[src/rtl/wb_pkg.sv]
// Shared types for the writeback arbiter: issue-source encoding and the ALU result queue entry.
// Entry fields are sized to the widest supported configuration (ADDR_W <= 8, DATA_W <= 64).
package wb_pkg;

    localparam int WB_ADDR_MAX = 8;
    localparam int WB_DATA_MAX = 64;

    typedef enum logic [2:0] {
        WB_IDLE,
        WB_MEM,
        WB_ALU,
        WB_FORCE,
        WB_ORDER
    } wb_src_e;

    typedef struct packed {
        logic [WB_ADDR_MAX-1:0] rd;
        logic [WB_DATA_MAX-1:0] data;
        logic                   link_valid;
        logic [WB_DATA_MAX-1:0] link_data;
    } wb_entry_t;

endpackage

[src/rtl/writeback_arbiter_if.sv]
// Requester, register-bank write-port and hazard-query signals of the writeback arbiter.
// slave = arbiter side, master = requesters / bank / decode side.
interface writeback_arbiter_if #(
    parameter int DATA_W = 32,
    parameter int ADDR_W = 5
);
    logic              alu_valid;
    logic              alu_ready;
    logic [ADDR_W-1:0] alu_rd;
    logic [DATA_W-1:0] alu_data;
    logic              alu_link_valid;
    logic [DATA_W-1:0] alu_link_data;

    logic              mem_valid;
    logic              mem_ready;
    logic [ADDR_W-1:0] mem_rd;
    logic [DATA_W-1:0] mem_data;

    logic              wr_en;
    logic [ADDR_W-1:0] wr_addr;
    logic [DATA_W-1:0] wr_data;
    logic              link_en;
    logic [DATA_W-1:0] link_data;

    logic [ADDR_W-1:0] query_addr;
    logic              hazard;

    modport slave (
        input  alu_valid, alu_rd, alu_data, alu_link_valid, alu_link_data,
        input  mem_valid, mem_rd, mem_data, query_addr,
        output alu_ready, mem_ready, wr_en, wr_addr, wr_data, link_en, link_data, hazard
    );

    modport master (
        output alu_valid, alu_rd, alu_data, alu_link_valid, alu_link_data,
        output mem_valid, mem_rd, mem_data, query_addr,
        input  alu_ready, mem_ready, wr_en, wr_addr, wr_data, link_en, link_data, hazard
    );
endinterface

[src/rtl/wb_result_fifo.sv]
// ALU result queue: circular storage with wrapping pointers, occupancy count and
// per-entry destination compares against two addresses (only live entries can hit).
module wb_result_fifo
    import wb_pkg::*;
#(
    parameter int  ADDR_W     = 5,
    parameter int  FIFO_DEPTH = 2,
    localparam int PTR_W      = (FIFO_DEPTH > 1) ? $clog2(FIFO_DEPTH) : 1,
    localparam int CNT_W      = PTR_W + 1
) (
    input  logic                  clock,
    input  logic                  reset_n,
    input  logic                  push,
    input  wb_entry_t             push_entry,
    input  logic                  pop,
    output wb_entry_t             head_entry,
    output logic [CNT_W-1:0]      count,
    input  logic [ADDR_W-1:0]     cmp_a_addr,
    output logic [FIFO_DEPTH-1:0] cmp_a_hit,
    input  logic [ADDR_W-1:0]     cmp_b_addr,
    output logic [FIFO_DEPTH-1:0] cmp_b_hit
);

    wb_entry_t             entries_q [FIFO_DEPTH];
    wb_entry_t             entries_d [FIFO_DEPTH];
    logic [PTR_W-1:0]      wr_ptr_q, wr_ptr_d;
    logic [PTR_W-1:0]      rd_ptr_q, rd_ptr_d;
    logic [CNT_W-1:0]      count_q, count_d;
    logic [FIFO_DEPTH-1:0] live;

    always_comb begin
        entries_d = entries_q;
        wr_ptr_d  = wr_ptr_q;
        rd_ptr_d  = rd_ptr_q;
        count_d   = count_q;
        if (push) begin
            entries_d[wr_ptr_q] = push_entry;
            wr_ptr_d            = wr_ptr_q + 1'b1;
        end
        if (pop) begin
            rd_ptr_d = rd_ptr_q + 1'b1;
        end
        case ({push, pop})
            2'b10:   count_d = count_q + 1'b1;
            2'b01:   count_d = count_q - 1'b1;
            default: count_d = count_q;
        endcase
    end

    // Storage is qualified by count, so it needs no reset.
    always_ff @(posedge clock) begin
        entries_q <= entries_d;
    end

    always_ff @(posedge clock or negedge reset_n) begin
        if (!reset_n) begin
            wr_ptr_q <= '0;
            rd_ptr_q <= '0;
            count_q  <= '0;
        end else begin
            wr_ptr_q <= wr_ptr_d;
            rd_ptr_q <= rd_ptr_d;
            count_q  <= count_d;
        end
    end

    // Slot i is live when its distance from the read pointer is below the occupancy.
    always_comb begin
        live      = '0;
        cmp_a_hit = '0;
        cmp_b_hit = '0;
        for (int i = 0; i < FIFO_DEPTH; i++) begin
            live[i]      = ({1'b0, PTR_W'(i) - rd_ptr_q} < count_q);
            cmp_a_hit[i] = live[i] && (entries_q[i].rd == WB_ADDR_MAX'(cmp_a_addr));
            cmp_b_hit[i] = live[i] && (entries_q[i].rd == WB_ADDR_MAX'(cmp_b_addr));
        end
    end

    assign head_entry = entries_q[rd_ptr_q];
    assign count      = count_q;

endmodule

[src/rtl/writeback_arbiter.sv]
// Arbitrates the single register-bank write port between queued ALU results and loads.
// Optional link-register path enabled by defining WB_ARB_LINK_EN.
module writeback_arbiter
    import wb_pkg::*;
#(
    parameter int DATA_W     = 32,
    parameter int ADDR_W     = 5,
    parameter int FIFO_DEPTH = 2,
    parameter int MAX_DEFER  = 3
) (
    input  logic               clock,
    input  logic               reset_n,
    writeback_arbiter_if.slave bus
);

    localparam int PTR_W   = (FIFO_DEPTH > 1) ? $clog2(FIFO_DEPTH) : 1;
    localparam int CNT_W   = PTR_W + 1;
    localparam int DEFER_W = (MAX_DEFER > 0) ? $clog2(MAX_DEFER + 1) : 1;
    localparam logic [DEFER_W-1:0] DEFER_MAX = DEFER_W'(MAX_DEFER);
    localparam logic [CNT_W-1:0]   DEPTH_C   = CNT_W'(FIFO_DEPTH);

    wb_entry_t             push_entry;
    wb_entry_t             head_entry;
    logic [CNT_W-1:0]      count;
    logic [FIFO_DEPTH-1:0] mem_hit;
    logic [FIFO_DEPTH-1:0] query_hit;
    logic                  push, pop, non_empty;
    wb_src_e               src;
    logic                  unused_head;

    logic [DEFER_W-1:0]    defer_q, defer_d;
    logic                  wr_en_q, wr_en_d;
    logic [ADDR_W-1:0]     wr_addr_q, wr_addr_d;
    logic [DATA_W-1:0]     wr_data_q, wr_data_d;

    assign non_empty     = (count != '0);
    assign bus.alu_ready = (count < DEPTH_C);
    assign push          = bus.alu_valid && bus.alu_ready;
    assign unused_head   = ^head_entry;

    always_comb begin
        push_entry      = '0;
        push_entry.rd   = WB_ADDR_MAX'(bus.alu_rd);
        push_entry.data = WB_DATA_MAX'(bus.alu_data);
`ifdef WB_ARB_LINK_EN
        push_entry.link_valid = bus.alu_link_valid;
        push_entry.link_data  = WB_DATA_MAX'(bus.alu_link_data);
`endif
    end

    wb_result_fifo #(
        .ADDR_W     (ADDR_W),
        .FIFO_DEPTH (FIFO_DEPTH)
    ) u_fifo (
        .clock      (clock),
        .reset_n    (reset_n),
        .push       (push),
        .push_entry (push_entry),
        .pop        (pop),
        .head_entry (head_entry),
        .count      (count),
        .cmp_a_addr (bus.mem_rd),
        .cmp_a_hit  (mem_hit),
        .cmp_b_addr (bus.query_addr),
        .cmp_b_hit  (query_hit)
    );

    // A load to a register with an older queued write must wait so the bank sees them in order.
    always_comb begin
        src = WB_IDLE;
        if (non_empty && (defer_q == DEFER_MAX)) begin
            src = WB_FORCE;
        end else if (bus.mem_valid && (|mem_hit)) begin
            src = WB_ORDER;
        end else if (bus.mem_valid) begin
            src = WB_MEM;
        end else if (non_empty) begin
            src = WB_ALU;
        end
    end

    assign pop           = (src == WB_FORCE) || (src == WB_ORDER) || (src == WB_ALU);
    assign bus.mem_ready = (src == WB_MEM);

    always_comb begin
        defer_d   = defer_q;
        wr_en_d   = (src != WB_IDLE);
        wr_addr_d = wr_addr_q;
        wr_data_d = wr_data_q;
        if (pop) begin
            defer_d = '0;
        end else if ((src == WB_MEM) && non_empty && (defer_q != DEFER_MAX)) begin
            defer_d = defer_q + 1'b1;
        end
        if (src == WB_MEM) begin
            wr_addr_d = bus.mem_rd;
            wr_data_d = bus.mem_data;
        end else if (pop) begin
            wr_addr_d = head_entry.rd[ADDR_W-1:0];
            wr_data_d = head_entry.data[DATA_W-1:0];
        end
    end

    always_ff @(posedge clock or negedge reset_n) begin
        if (!reset_n) begin
            defer_q   <= '0;
            wr_en_q   <= 1'b0;
            wr_addr_q <= '0;
            wr_data_q <= '0;
        end else begin
            defer_q   <= defer_d;
            wr_en_q   <= wr_en_d;
            wr_addr_q <= wr_addr_d;
            wr_data_q <= wr_data_d;
        end
    end

    assign bus.wr_en   = wr_en_q;
    assign bus.wr_addr = wr_addr_q;
    assign bus.wr_data = wr_data_q;

`ifdef WB_ARB_LINK_EN
    logic              link_en_q, link_en_d;
    logic [DATA_W-1:0] link_data_q, link_data_d;

    always_comb begin
        link_en_d   = pop && head_entry.link_valid;
        link_data_d = link_data_q;
        if (link_en_d) begin
            link_data_d = head_entry.link_data[DATA_W-1:0];
        end
    end

    always_ff @(posedge clock or negedge reset_n) begin
        if (!reset_n) begin
            link_en_q   <= 1'b0;
            link_data_q <= '0;
        end else begin
            link_en_q   <= link_en_d;
            link_data_q <= link_data_d;
        end
    end

    assign bus.link_en   = link_en_q;
    assign bus.link_data = link_data_q;
`else
    logic unused_link;
    assign unused_link   = ^{bus.alu_link_valid, bus.alu_link_data};
    assign bus.link_en   = 1'b0;
    assign bus.link_data = '0;
`endif

    // A decode read must stall on any queued write and on the write landing this cycle.
    assign bus.hazard = (|query_hit) || (wr_en_q && (wr_addr_q == bus.query_addr));

endmodule

[src/flat_wrapper.sv]
// flat-port wrapper written by rule: the top's interface ports become plain ports
module writeback_arbiter_flat import wb_pkg::*;
#(
    parameter int DATA_W     = 32,
    parameter int ADDR_W     = 5,
    parameter int FIFO_DEPTH = 2,
    parameter int MAX_DEFER  = 3
)
  (clock, reset_n, bus_alu_valid, bus_alu_rd, bus_alu_data, bus_alu_link_valid, bus_alu_link_data, bus_mem_valid, bus_mem_rd, bus_mem_data, bus_query_addr, bus_alu_ready, bus_mem_ready, bus_wr_en, bus_wr_addr, bus_wr_data, bus_link_en, bus_link_data, bus_hazard);
  writeback_arbiter_if #(.DATA_W(DATA_W), .ADDR_W(ADDR_W)) bus_i ();
  input  logic clock;
  input  logic reset_n;
  input wire logic [$bits(bus_i.alu_valid)-1:0] bus_alu_valid;
  input wire logic [$bits(bus_i.alu_rd)-1:0] bus_alu_rd;
  input wire logic [$bits(bus_i.alu_data)-1:0] bus_alu_data;
  input wire logic [$bits(bus_i.alu_link_valid)-1:0] bus_alu_link_valid;
  input wire logic [$bits(bus_i.alu_link_data)-1:0] bus_alu_link_data;
  input wire logic [$bits(bus_i.mem_valid)-1:0] bus_mem_valid;
  input wire logic [$bits(bus_i.mem_rd)-1:0] bus_mem_rd;
  input wire logic [$bits(bus_i.mem_data)-1:0] bus_mem_data;
  input wire logic [$bits(bus_i.query_addr)-1:0] bus_query_addr;
  output wire logic [$bits(bus_i.alu_ready)-1:0] bus_alu_ready;
  output wire logic [$bits(bus_i.mem_ready)-1:0] bus_mem_ready;
  output wire logic [$bits(bus_i.wr_en)-1:0] bus_wr_en;
  output wire logic [$bits(bus_i.wr_addr)-1:0] bus_wr_addr;
  output wire logic [$bits(bus_i.wr_data)-1:0] bus_wr_data;
  output wire logic [$bits(bus_i.link_en)-1:0] bus_link_en;
  output wire logic [$bits(bus_i.link_data)-1:0] bus_link_data;
  output wire logic [$bits(bus_i.hazard)-1:0] bus_hazard;
  assign bus_i.alu_valid = bus_alu_valid;
  assign bus_i.alu_rd = bus_alu_rd;
  assign bus_i.alu_data = bus_alu_data;
  assign bus_i.alu_link_valid = bus_alu_link_valid;
  assign bus_i.alu_link_data = bus_alu_link_data;
  assign bus_i.mem_valid = bus_mem_valid;
  assign bus_i.mem_rd = bus_mem_rd;
  assign bus_i.mem_data = bus_mem_data;
  assign bus_i.query_addr = bus_query_addr;
  assign bus_alu_ready = bus_i.alu_ready;
  assign bus_mem_ready = bus_i.mem_ready;
  assign bus_wr_en = bus_i.wr_en;
  assign bus_wr_addr = bus_i.wr_addr;
  assign bus_wr_data = bus_i.wr_data;
  assign bus_link_en = bus_i.link_en;
  assign bus_link_data = bus_i.link_data;
  assign bus_hazard = bus_i.hazard;
  writeback_arbiter #(.DATA_W(DATA_W), .ADDR_W(ADDR_W), .FIFO_DEPTH(FIFO_DEPTH), .MAX_DEFER(MAX_DEFER)) u_core (.clock(clock), .reset_n(reset_n), .bus(bus_i));
endmodule
[config.mk]
export PLATFORM = sky130hd
export DESIGN_NAME = writeback_arbiter_flat
export DESIGN_NICKNAME = d
export VERILOG_FILES = /design/src/rtl/wb_pkg.sv /design/src/rtl/writeback_arbiter_if.sv /design/src/rtl/wb_result_fifo.sv /design/src/rtl/writeback_arbiter.sv /design/src/flat_wrapper.sv
export SDC_FILE = /design/constraint.sdc
export NUM_CORES = 1
export LEC_CHECK = 0
export BUFFER_PORTS_ARGS = -buffer_cell sky130_fd_sc_hd__buf_2
export CORE_ASPECT_RATIO = 0.8
export CORE_MARGIN = 2
export CORE_UTILIZATION = 41
export DETAILED_ROUTE_END_ITERATION = 8
export HOLD_SLACK_MARGIN = 0.03
export PLACE_DENSITY = 0.73
export REMOVE_ABC_BUFFERS = 1
export SETUP_SLACK_MARGIN = 0.3
export SLEW_MARGIN = 10
export SYNTH_ARGS = -nofsm -noshare
export SYNTH_HDL_FRONTEND = slang
export SYNTH_SLANG_ARGS = --single-unit
export TNS_END_PERCENT = 5
[constraint.sdc]
create_clock -name clock -period 3.5 [get_ports clock]
set_clock_uncertainty 0.15 [all_clocks]
set_input_delay 0 -clock clock [delete_from_list [all_inputs] [get_ports clock]]
set_output_delay 0 -clock clock [all_outputs]
set_load 0.1 [all_outputs]
* Word level (Yosys, flattened, before mapping)
Index checks and enable logic that the tools add are counted.
Word-level totals: register bits after elaboration 318, bits of input ports 116, output and inout bits 74, logic and storage cells 81
Operators by class: add/sub/neg operators 7, $lt $le $gt $ge 6, equality and inequality tests 13, mux-type cells 17, bitwise gates (word level) 2, reductions and logical operators 21
Operator list (count):
- $mux 134 | 3
- $bwmux 274 | 1
- $demux 137 s1 | 1
- $mux 137 | 1
- $mux 32 | 2
- $eq 8x5->1 | 4
- $logic_and 1x1->1 | 11
- $mux 5 | 2
- $mux 3 | 3
- $reduce_bool 2->1 | 4
- $eq 3x2->1 const B | 2
- $mux 2 | 3
- $eq 5x5->1 | 1
- $add 2x1->2 const B | 2
- $eq 2x2->1 const B | 2
- $ge 2x2->1 const B | 2
- $lt 1x2->1 | 2
- $not 1->2 | 2
- $pmux 2 s2 | 1
- $reduce_or 2->1 | 2
- $eq 3x1->1 const B | 1
- $eq 3x3->1 const B | 1
- $logic_or 1x1->1 | 3
- $reduce_bool 3->1 | 1
- other kinds (7) | 9

* Logic depth before layout (Yosys ltp)
Gate-level depths: netlist of the first run.
depth after elaboration 12, depth in mapped cells 10, gate-level depth less buffers 8

* By module
A second synthesis of the first run with hierarchy kept.
Unflattened totals: cells, all modules 704, area, all modules 12733.5 µm²
Modules (own cells, without submodules):
- wb_result_fifo | instances 1, cells an instance 473, area an instance 10267.3 µm², seq. area each 8328.0 µm²
- writeback_arbiter | instances 1, cells an instance 231, area an instance 2466.1 µm², seq. area each 1001.0 µm²

* Least setup slack after synthesis of the first run
OpenSTA, ideal clock, no wires.
path type flip-flop to flip-flop, start point register u_core.u_fifo.count_q[1], in the netlist u_core.u_fifo.count[1], end point register u_core.u_fifo.entries_q[202] (netlist bit) (enable), setup time 0.431 ns, data arrival time 2.917 ns, data required time 2.919 ns, path slack 0.002 ns, stages on the path, launching flop included 4, path buffers 0, period minus slack after synthesis 3.498 ns, cell sequence dfrtp_1 -> inv_1 -> nand2_1 -> nor2_1
On the way: word-level cells in the longest chain between the ends 2
RTL lines:
- start, declared | line wb_result_fifo.sv:28 | logic [CNT_W-1:0] count_q, count_d;
- start signal, assigned | line wb_result_fifo.sv:63 | count_q <= count_d;
- $lt 2x2->1 | line writeback_arbiter.sv:37 | assign bus.alu_ready = (count < DEPTH_C);
- named net bus_alu_ready | line flat_wrapper.sv:22 | output wire logic [$bits(bus_i.alu_ready)-1:0] bus_alu_ready;
- $logic_and 1x1->1 | line writeback_arbiter.sv:38 | assign push = bus.alu_valid && bus.alu_ready;
- end signal, assigned | line wb_result_fifo.sv:52 | entries_q <= entries_d;
- end, declared | line wb_result_fifo.sv:24 | wb_entry_t entries_q [FIFO_DEPTH];
The timed path passes the listed nets, and every way through them passes these cells. A chain may end at the register's enable or synchronous reset.

* Worst setup path in the final report of the first run
start point register u_core.u_fifo.count_q[0], in the netlist u_core.u_fifo.count[0], end point output bus_mem_ready
On the way: word-level cells in the longest chain between the ends 7, elaborated cells on any way between the ends 13, classes of those cells 2 x order compare; 1 x eq/ne; 4 x mux; 6 x reduce/logical
RTL lines:
- $lt 1x2->1 | line wb_result_fifo.sv:73 | live[i] = ({1'b0, PTR_W'(i) - rd_ptr_q} < count_q);
- $logic_and 1x1->1 | line wb_result_fifo.sv:74 | cmp_a_hit[i] = live[i] && (entries_q[i].rd == WB_ADDR_MAX'(cmp_a_addr));
- $reduce_or 2->1 | line writeback_arbiter.sv:73 | end else if (bus.mem_valid && (|mem_hit)) begin
- $logic_and 1x1->1 | line writeback_arbiter.sv:73
- $mux 3 | line writeback_arbiter.sv:73
- $mux 3 (*) | line writeback_arbiter.sv:71 | if (non_empty && (defer_q == DEFER_MAX)) begin
- $eq 3x1->1 (*) | line writeback_arbiter.sv:83 | assign bus.mem_ready = (src == WB_MEM);
- end, declared | line flat_wrapper.sv:23 | output wire logic [$bits(bus_i.mem_ready)-1:0] bus_mem_ready;
Mark *: on every way between the ends. The rest lies on a longest branch, timed or not.

==> flow_metrics.tcl, run 1 <==
set metrics [dict create \
    status "finished, violations left" \
    violations "DRC" \
    worst_pin_slew_ps 1190 \
    finalHoldViolCount 0 \
    min_period_over_period_pct 83.4 \
    synth.avg_cell_area_um2 11.1 \
    ys_seq_area_share_pct 54.7 \
    yosysTopAreaCellShare_pct 36.6 \
    drc 15 \
    die_area_mm2 0.0158 \
    synth_area_mm2 0.00607 \
    p_sw_share_pct 49.8 \
    maxCapViolations 0 \
    yosysMostFrequentCell "edfxtp_1" \
    viasPerCell 5.51 \
    ys.flop_type "edfxtp_1" \
    pwr-share-seq_pct 27.1 \
    critPathLaunch "u_core.u_fifo.count[0]$_DFFE_PN0P_" \
    design_area_mm2 0.00806 \
    htreeDepth 4 \
    yosys_warnings 0 \
    fin_cells 929 \
    startpoint_type "flop" \
    drive_above_1_share_pct 24.2 \
    ant_nets 0 \
    grt_pass1_wl_um 26100 \
    vias 5115 \
    netlist_instances 547 \
    port_buffers 123 \
    worstSetupPathType "reg2out" \
    critPathMaxFanout 59 \
    reg2reg_to "u_core.bus.wr_data[9]$_DFFE_PN0P_" \
    cp-end-kind "output pin" \
    setup_viol 0 \
    cts_buffers 17 \
    tns_ps 0 \
    grt_max_degree 65 \
    die_w_um 140 \
    switchingPower_mw 3.99 \
    antenna_found_initial 0 \
    cts.sinks 118 \
    clk_latency_ps 420 \
    clock_path_buffers 2 \
    die_y_um 113 \
    initial_utilization_pct 42.2 \
    root_buffer "clkbuf_16" \
    vdd_drop_max_v 0.000758 \
    synth_commonest_cells "edfxtp_1 (74), dfrtp_1 (44), nand2_1 (44)" \
    cp.required_ps 3350 \
    core_area_mm2 0.0144 \
    placedCellCount 820 \
    nets 850 \
    synth_seq_cells 118 \
    critPathMaxStageDelay_ps 580 \
    drv_slew 0 \
    placed_area_mm2 0.00671 \
    routed_wl_um 16600 \
    leakagePower_nw 3.42 \
    fin_ws_ps 579 \
    cp_data_arrival_time_ps 2770 \
    max_freq_mhz 342 \
    crit_path_cell_trace "a21oi_1, or4_1, o22ai_4, buf_4, nor2_1, buf_2" \
    comb_power_share_pct 51.3 \
    grt_usage_pct 21.2 \
    holdWs_ps 52.8 \
    relSlewSlack_pct 20.3 \
    synth_edf_count 74 \
    min_period_ps 2920 \
    synth_cell_types 37 \
    fp-row-count 39 \
    internal_power_mw 4.02 \
    wire_per_inst_um 17.8 \
    synth_area_leaders "edfxtp_1 (37%), dfrtp_1 (18%), buf_4 (4.4%)" \
    drtIter0Drc 374 \
    cts_tree "yes" \
    grt.overflow.total 0 \
    async_reset_ff_share_pct 37.3 \
    crit_family "buffers and inverters" \
    dp_slack_ps 874 \
    rr_worst_depth 6 \
    first_global_vias 5185 \
    crit_buf_inv 2 \
    crit_slowest_cell "or4_1" \
    gp_congestion 0.852 \
    rsz0062_at_grt "false" \
    r2r-start "u_core.u_fifo.count[0]$_DFFE_PN0P_" \
    post-synth-top-area-cell "edfxtp_1" \
    syn_to_final_growth_pct 32.8 \
    n_antenna_cell 0 \
    hpwl_um 9850 \
    min_path_type "in2async" \
    firstDrtPassIters 7 \
    clk_pin_slew_ps 50 \
    powerDensity_mw_per_mm2 994 \
    power_frac_clock_pct 21.6 \
    reg2reg_slack_ps 830 \
    pin_count 190 \
]
[registers in the layout (all words and copies together), names as in the netlist]
signal / count
u_core.u_fifo.count: 2
u_core.u_fifo.rd_ptr_q: 1
u_core.bus.wr_data: 32
u_core.bus.wr_addr: 5
u_core.bus.wr_en: 1
u_core.u_fifo.entries_q: 74
u_core.u_fifo.wr_ptr_q: 1
u_core.defer_q: 2
[worst max path at each step]
stage,end,slack (ps),depth (start not counted)
after CTS,bus_mem_ready,590,6
after global placement,u_core.bus.wr_data[5]$_DFFE_PN0P_,960,6
after detailed placement,u_core.bus.wr_data[9]$_DFFE_PN0P_,870,6
final,bus_mem_ready,580,6
after floorplan,bus_mem_ready,-1310,4
after global routing,bus_mem_ready,460,6
[cell type report]
| cell class | instances | area (um2) |
|---|---|---|
| flip-flops and latches | 118 | 3320 |
| fillers | 1180 | 6330 |
| clock inverters | 9 | 100 |
| repair buffers | 211 | 1470 |
| clock buffers | 23 | 488 |
| multi-input cells | 383 | 2450 |
| well taps | 184 | 230 |
| inverters | 1 | 3.75 |
[routing by layer]
metal,vias to the layer above,wire length [um],track usage [%],share of wire [%]
met3,12,1330,6.26,8.1
li1,2335,-,-,-
met4,0,114,5.72,0.69
met5,-,0,0,0
met2,269,8240,36.9,50
met1,2499,6880,26.1,42
[kinds of logic after synthesis]
group                    share of synthesized area, %
AO/OA/AOI/OAI                                    15.4
XOR/XNOR                                         4.33
adder cells (fa/ha/maj)                         0.412
buffers and inverters                            7.25
flip-flops                                       54.7
multiplexers                                     6.32
other                                          0.0617
AND/OR/NAND/NOR                                  11.5
[cell usage in the layout (no fill, tap or decap), types with 2 or more instances in the layout]
master,n
buf_2,122
dlygate4sd3_1,77
edfxtp_1,74
nand2_1,44
dfrtp_1,43
nor2_1,40
o21ai_0,38
conb_1,33
nor2b_1,28
nor3_1,27
mux2i_1,26
a221oi_1,26
a211o_1,26
xnor2_1,17
clkbuf_16,17
xor2_1,13
a21oi_1,12
buf_4,12
mux2_2,11
o22ai_1,11
a311o_1,11
clkinv_2,5
clkbuf_8,4
nor4_1,3
nand2b_1,2
ha_1,2
clkinvlp_4,2
bufinv_16,2
clkbuf_1,2
[through the flow]
| step | total power [mW] | utilization, % |
|---|---|---|
| 2_1_floorplan | 5.33 | - |
| 3_3_place_gp | 6.08 | 46.6 |
| 3_5_place_dp | 6.21 | 46.6 |
| 4_1_cts | 8.02 | 56.0 |
| 5_1_grt | 8.36 | 56.0 |
| 6_report | 8.01 | 56.0 |
[power by group through the flow]
stage	Sequential (mW)	Clock (mW)	Combinational (mW)
after floorplan	3.85	0	1.48
after global placement	2.17	0	3.91
after detailed placement	2.19	0	4.02
after CTS	2.17	1.74	4.11
after global routing	2.21	1.81	4.33
final	2.17	1.73	4.11
[what timing repair did]
| item | 4_1_cts | 5_1_grt |
|---|---|---|
| buffers inserted | 0 | 0 |
| hold buffers | 77 | 0 |
| endpoints found under the setup margin | 0 | 0 |
| hold endpoints to repair | 142 | 0 |
| gates resized for setup | 0 | 0 |
Note: power is estimated with default switching activity, not from simulation.
==> inputs of run 2 (changes only) <==
Settings changed: ABC_AREA set to 1, PLACE_DENSITY 0.73 to 0.77.
Clock period 3.5 ns to 2.6 ns, I/O delays scaled along.
==> flow_metrics.tcl, run 2 <==
set metrics [dict create \
    largest_register_ff_count 74 \
    finalHoldViolCount 0 \
    post-synth-top-area-cell "edfxtp_1" \
    final_cell_mix "nand2_1 (213), buf_2 (122), dlygate4sd3_1 (79), edfxtp_1 (74), inv_1 (47)" \
    clock_path_buffers 2 \
    synthAdderAreaFrac_pct 0.439 \
    ant_nets 0 \
    startpoint_type "flop" \
    synth_top_family_by_area "simple AND/OR/NAND/NOR gates" \
    drive_above_1_share_pct 23.3 \
    min_period_ps 2190 \
    async_reset_ff_share_pct 37.3 \
    status "finished clean" \
    dp_slack_ps 344 \
    rsz0062_at_grt "true" \
    clk_pin_slew_ps 50 \
    die_w_um 136 \
    synth_seq_cells 118 \
    wire_per_inst_um 14.6 \
    min_path_type "in2reg" \
    synth_xor_area_share_pct 1.38 \
    cp-end-kind "output pin" \
    port_buffers 123 \
    hpwl_um 8780 \
    core_area_mm2 0.0136 \
    vias 4735 \
    netlist_instances 586 \
    synth_edf_count 74 \
    muxShareOfSynthArea_pct 4.03 \
    yosys_warnings 0 \
    cts_tree "yes" \
    cts.sinks 118 \
    pin_count 190 \
    max_freq_mhz 457 \
    antenna_found_initial 0 \
    cp.required_ps 2450 \
    maxCapViolations 0 \
    crit_path_cell_trace "nor2_2, inv_2, a21oi_4, nand3_2, inv_2, buf_12" \
    n_antenna_cell 0 \
    gp_congestion 0.842 \
    cts_buffers 17 \
    die_area_mm2 0.0149 \
    drv_slew 0 \
    crit_family "simple AND/OR/NAND/NOR gates" \
    syn_to_final_growth_pct 36.6 \
    fin_ws_ps 414 \
    holdWs_ps 157 \
    drc 0 \
    vdd_drop_max_v 0.00106 \
    drtIter0Drc 322 \
    htreeDepth 4 \
    grt_max_degree 39 \
    firstDrtPassIters 5 \
    min_period_over_period_pct 84.1 \
    synth_commonest_cells "nand2_1 (213), edfxtp_1 (74), inv_1 (47)" \
    critPathMaxStageDelay_ps 460 \
    ys.flop_type "edfxtp_1" \
    yosys.area_share.simple_pct 22.3 \
    cp_data_arrival_time_ps 2040 \
    crit_top_cell "inv_2" \
    worstSetupPathType "reg2out" \
    critPathMaxFanout 11 \
    synth_cell_types 30 \
    grt.overflow.total 0 \
    synth.avg_cell_area_um2 9.74 \
    crit_slowest_cell "dfrtp_1" \
    grt_usage_pct 20.0 \
    fp-row-count 38 \
    regMostFlops "u_core.u_fifo.entries_q" \
    setup_viol 0 \
    routed_wl_um 14400 \
    ys_seq_area_share_pct 58.2 \
    leakagePower_nw 3.73 \
    viasPerCell 4.78 \
    nets 915 \
    synth_compound_area_share_pct 2.35 \
    yosysMostFrequentCell "nand2_1" \
    final_common_cell "nand2_1" \
    root_buffer "clkbuf_16" \
    initial_utilization_pct 42.0 \
    synth_area_leaders "edfxtp_1 (39%), dfrtp_1 (19%), nand2_1 (14%)" \
    die_y_um 110 \
    synth_area_mm2 0.00571 \
    crit_buf_inv 3 \
    first_global_vias 4414 \
    grt_pass1_wl_um 22200 \
    clk_latency_ps 410 \
    yosysTopAreaCellShare_pct 38.9 \
    powerDensity_mw_per_mm2 1260 \
]
run 2: cell count changes after synthesis, sizes merged, moves of 13 or more:
| cell | change |
|---|---|
| nand2 | +169 |
| inv | +49 |
| nand4 | +36 |
| nand3 | +30 |
| o21ai | -29 |
| nor2b | -28 |
| clkbuf | -27 |
| nor2 | -27 |
| a211o | -26 |
| a221oi | -25 |
| nor3 | -24 |
| xnor2 | -15 |
| buf | +13 |
run 2: cell families after synthesis:
group,count (synthesis)
adders and majority gates,2
and+or+nand+nor,299
DFF,118
other,1
AOI/OAI and AO/OA,21
buffers and inverters,113
xor gates and xnor gates,9
muxes,23
run 2: final cells by class:
type / instances / area, um2
Clock buffer: 20 / 447
Clock inverter: 12 / 108
Fill cell: 1151 / 5800
Inverter: 50 / 188
Multi-Input combinational cell: 387 / 1910
Sequential cell: 118 / 3320
Tap cell: 180 / 225
Timing Repair Buffer: 223 / 1590
run 2: layer usage:
metal  GRT usage, %  up-vias  routed length (um)
met5              0        -                   0
met4           6.62        0                 157
met3           4.89       13                1020
met2           33.4      217                6950
met1           25.8     2203                6320
li1               -     2302                   -
run 2: path summary, 6_finish.rpt:
kind                                                    endpoint  depth (start not counted)  slack, ps                               start
max in group asynchronous      u_core.bus.wr_data[3]$_DFFE_PN0P_                          4       1260                             reset_n
setup / recovery                                   bus_mem_ready                          6        410  u_core.u_fifo.count[0]$_DFFE_PN0P_
setup reg to reg              u_core.u_fifo.count[1]$_DFFE_PN0P_                          7        520       u_core.defer_q[0]$_DFFE_PN0P_
hold / removal             u_core.u_fifo.entries_q[84]$_DFFE_PP_                          2        160                    bus_alu_data[19]
hold reg to reg               u_core.bus.wr_data[20]$_DFFE_PN0P_                          2        320  u_core.bus.wr_data[20]$_DFFE_PN0P_
min in group asynchronous     u_core.u_fifo.wr_ptr_q$_DFFE_PN0P_                          4        530                             reset_n
run 2: power by group:
part           switching, mW  total (mW)  internal (mW)
clock                  0.851        2.18           1.33
combinational           3.79        4.72          0.931
sequential             0.297        2.88           2.59
total                   4.94        9.78           4.85
run 2: worst register-to-register path: stages (launching register included):
cell and delay (ps):
dfrtp_1 400, ha_1 250, o21ai_0 320, nand2_1 140, ha_1 320, a21oi_1 110
o21ai_0 110, xor2_1 150
run 2: timing repair:
action / in CTS / in global routing
endpoints found under the hold margin: 158 / 0
resized for setup: 0 / 3
hold buffers: 79 / 0
setup endpoints to repair: 0 / 23
setup buffers: 0 / 4
run 2: through the flow:
step / TNS, ps / total power [mW] / area, um2 / std cells / util [%]
finish: 0 / 9.78 / 7790 / 990 / 57.3
global route: 0 / 10.3 / 7790 / 990 / 57.3
CTS: 0 / 9.79 / 7750 / 986 / 57.0
detailed placement: 0 / 7.50 / 6400 / 875 / 47.1
global placement: 0 / 7.45 / 6400 / 875 / 47.1
floorplan: -107420 / 6.54 / 5380 / 555 / -
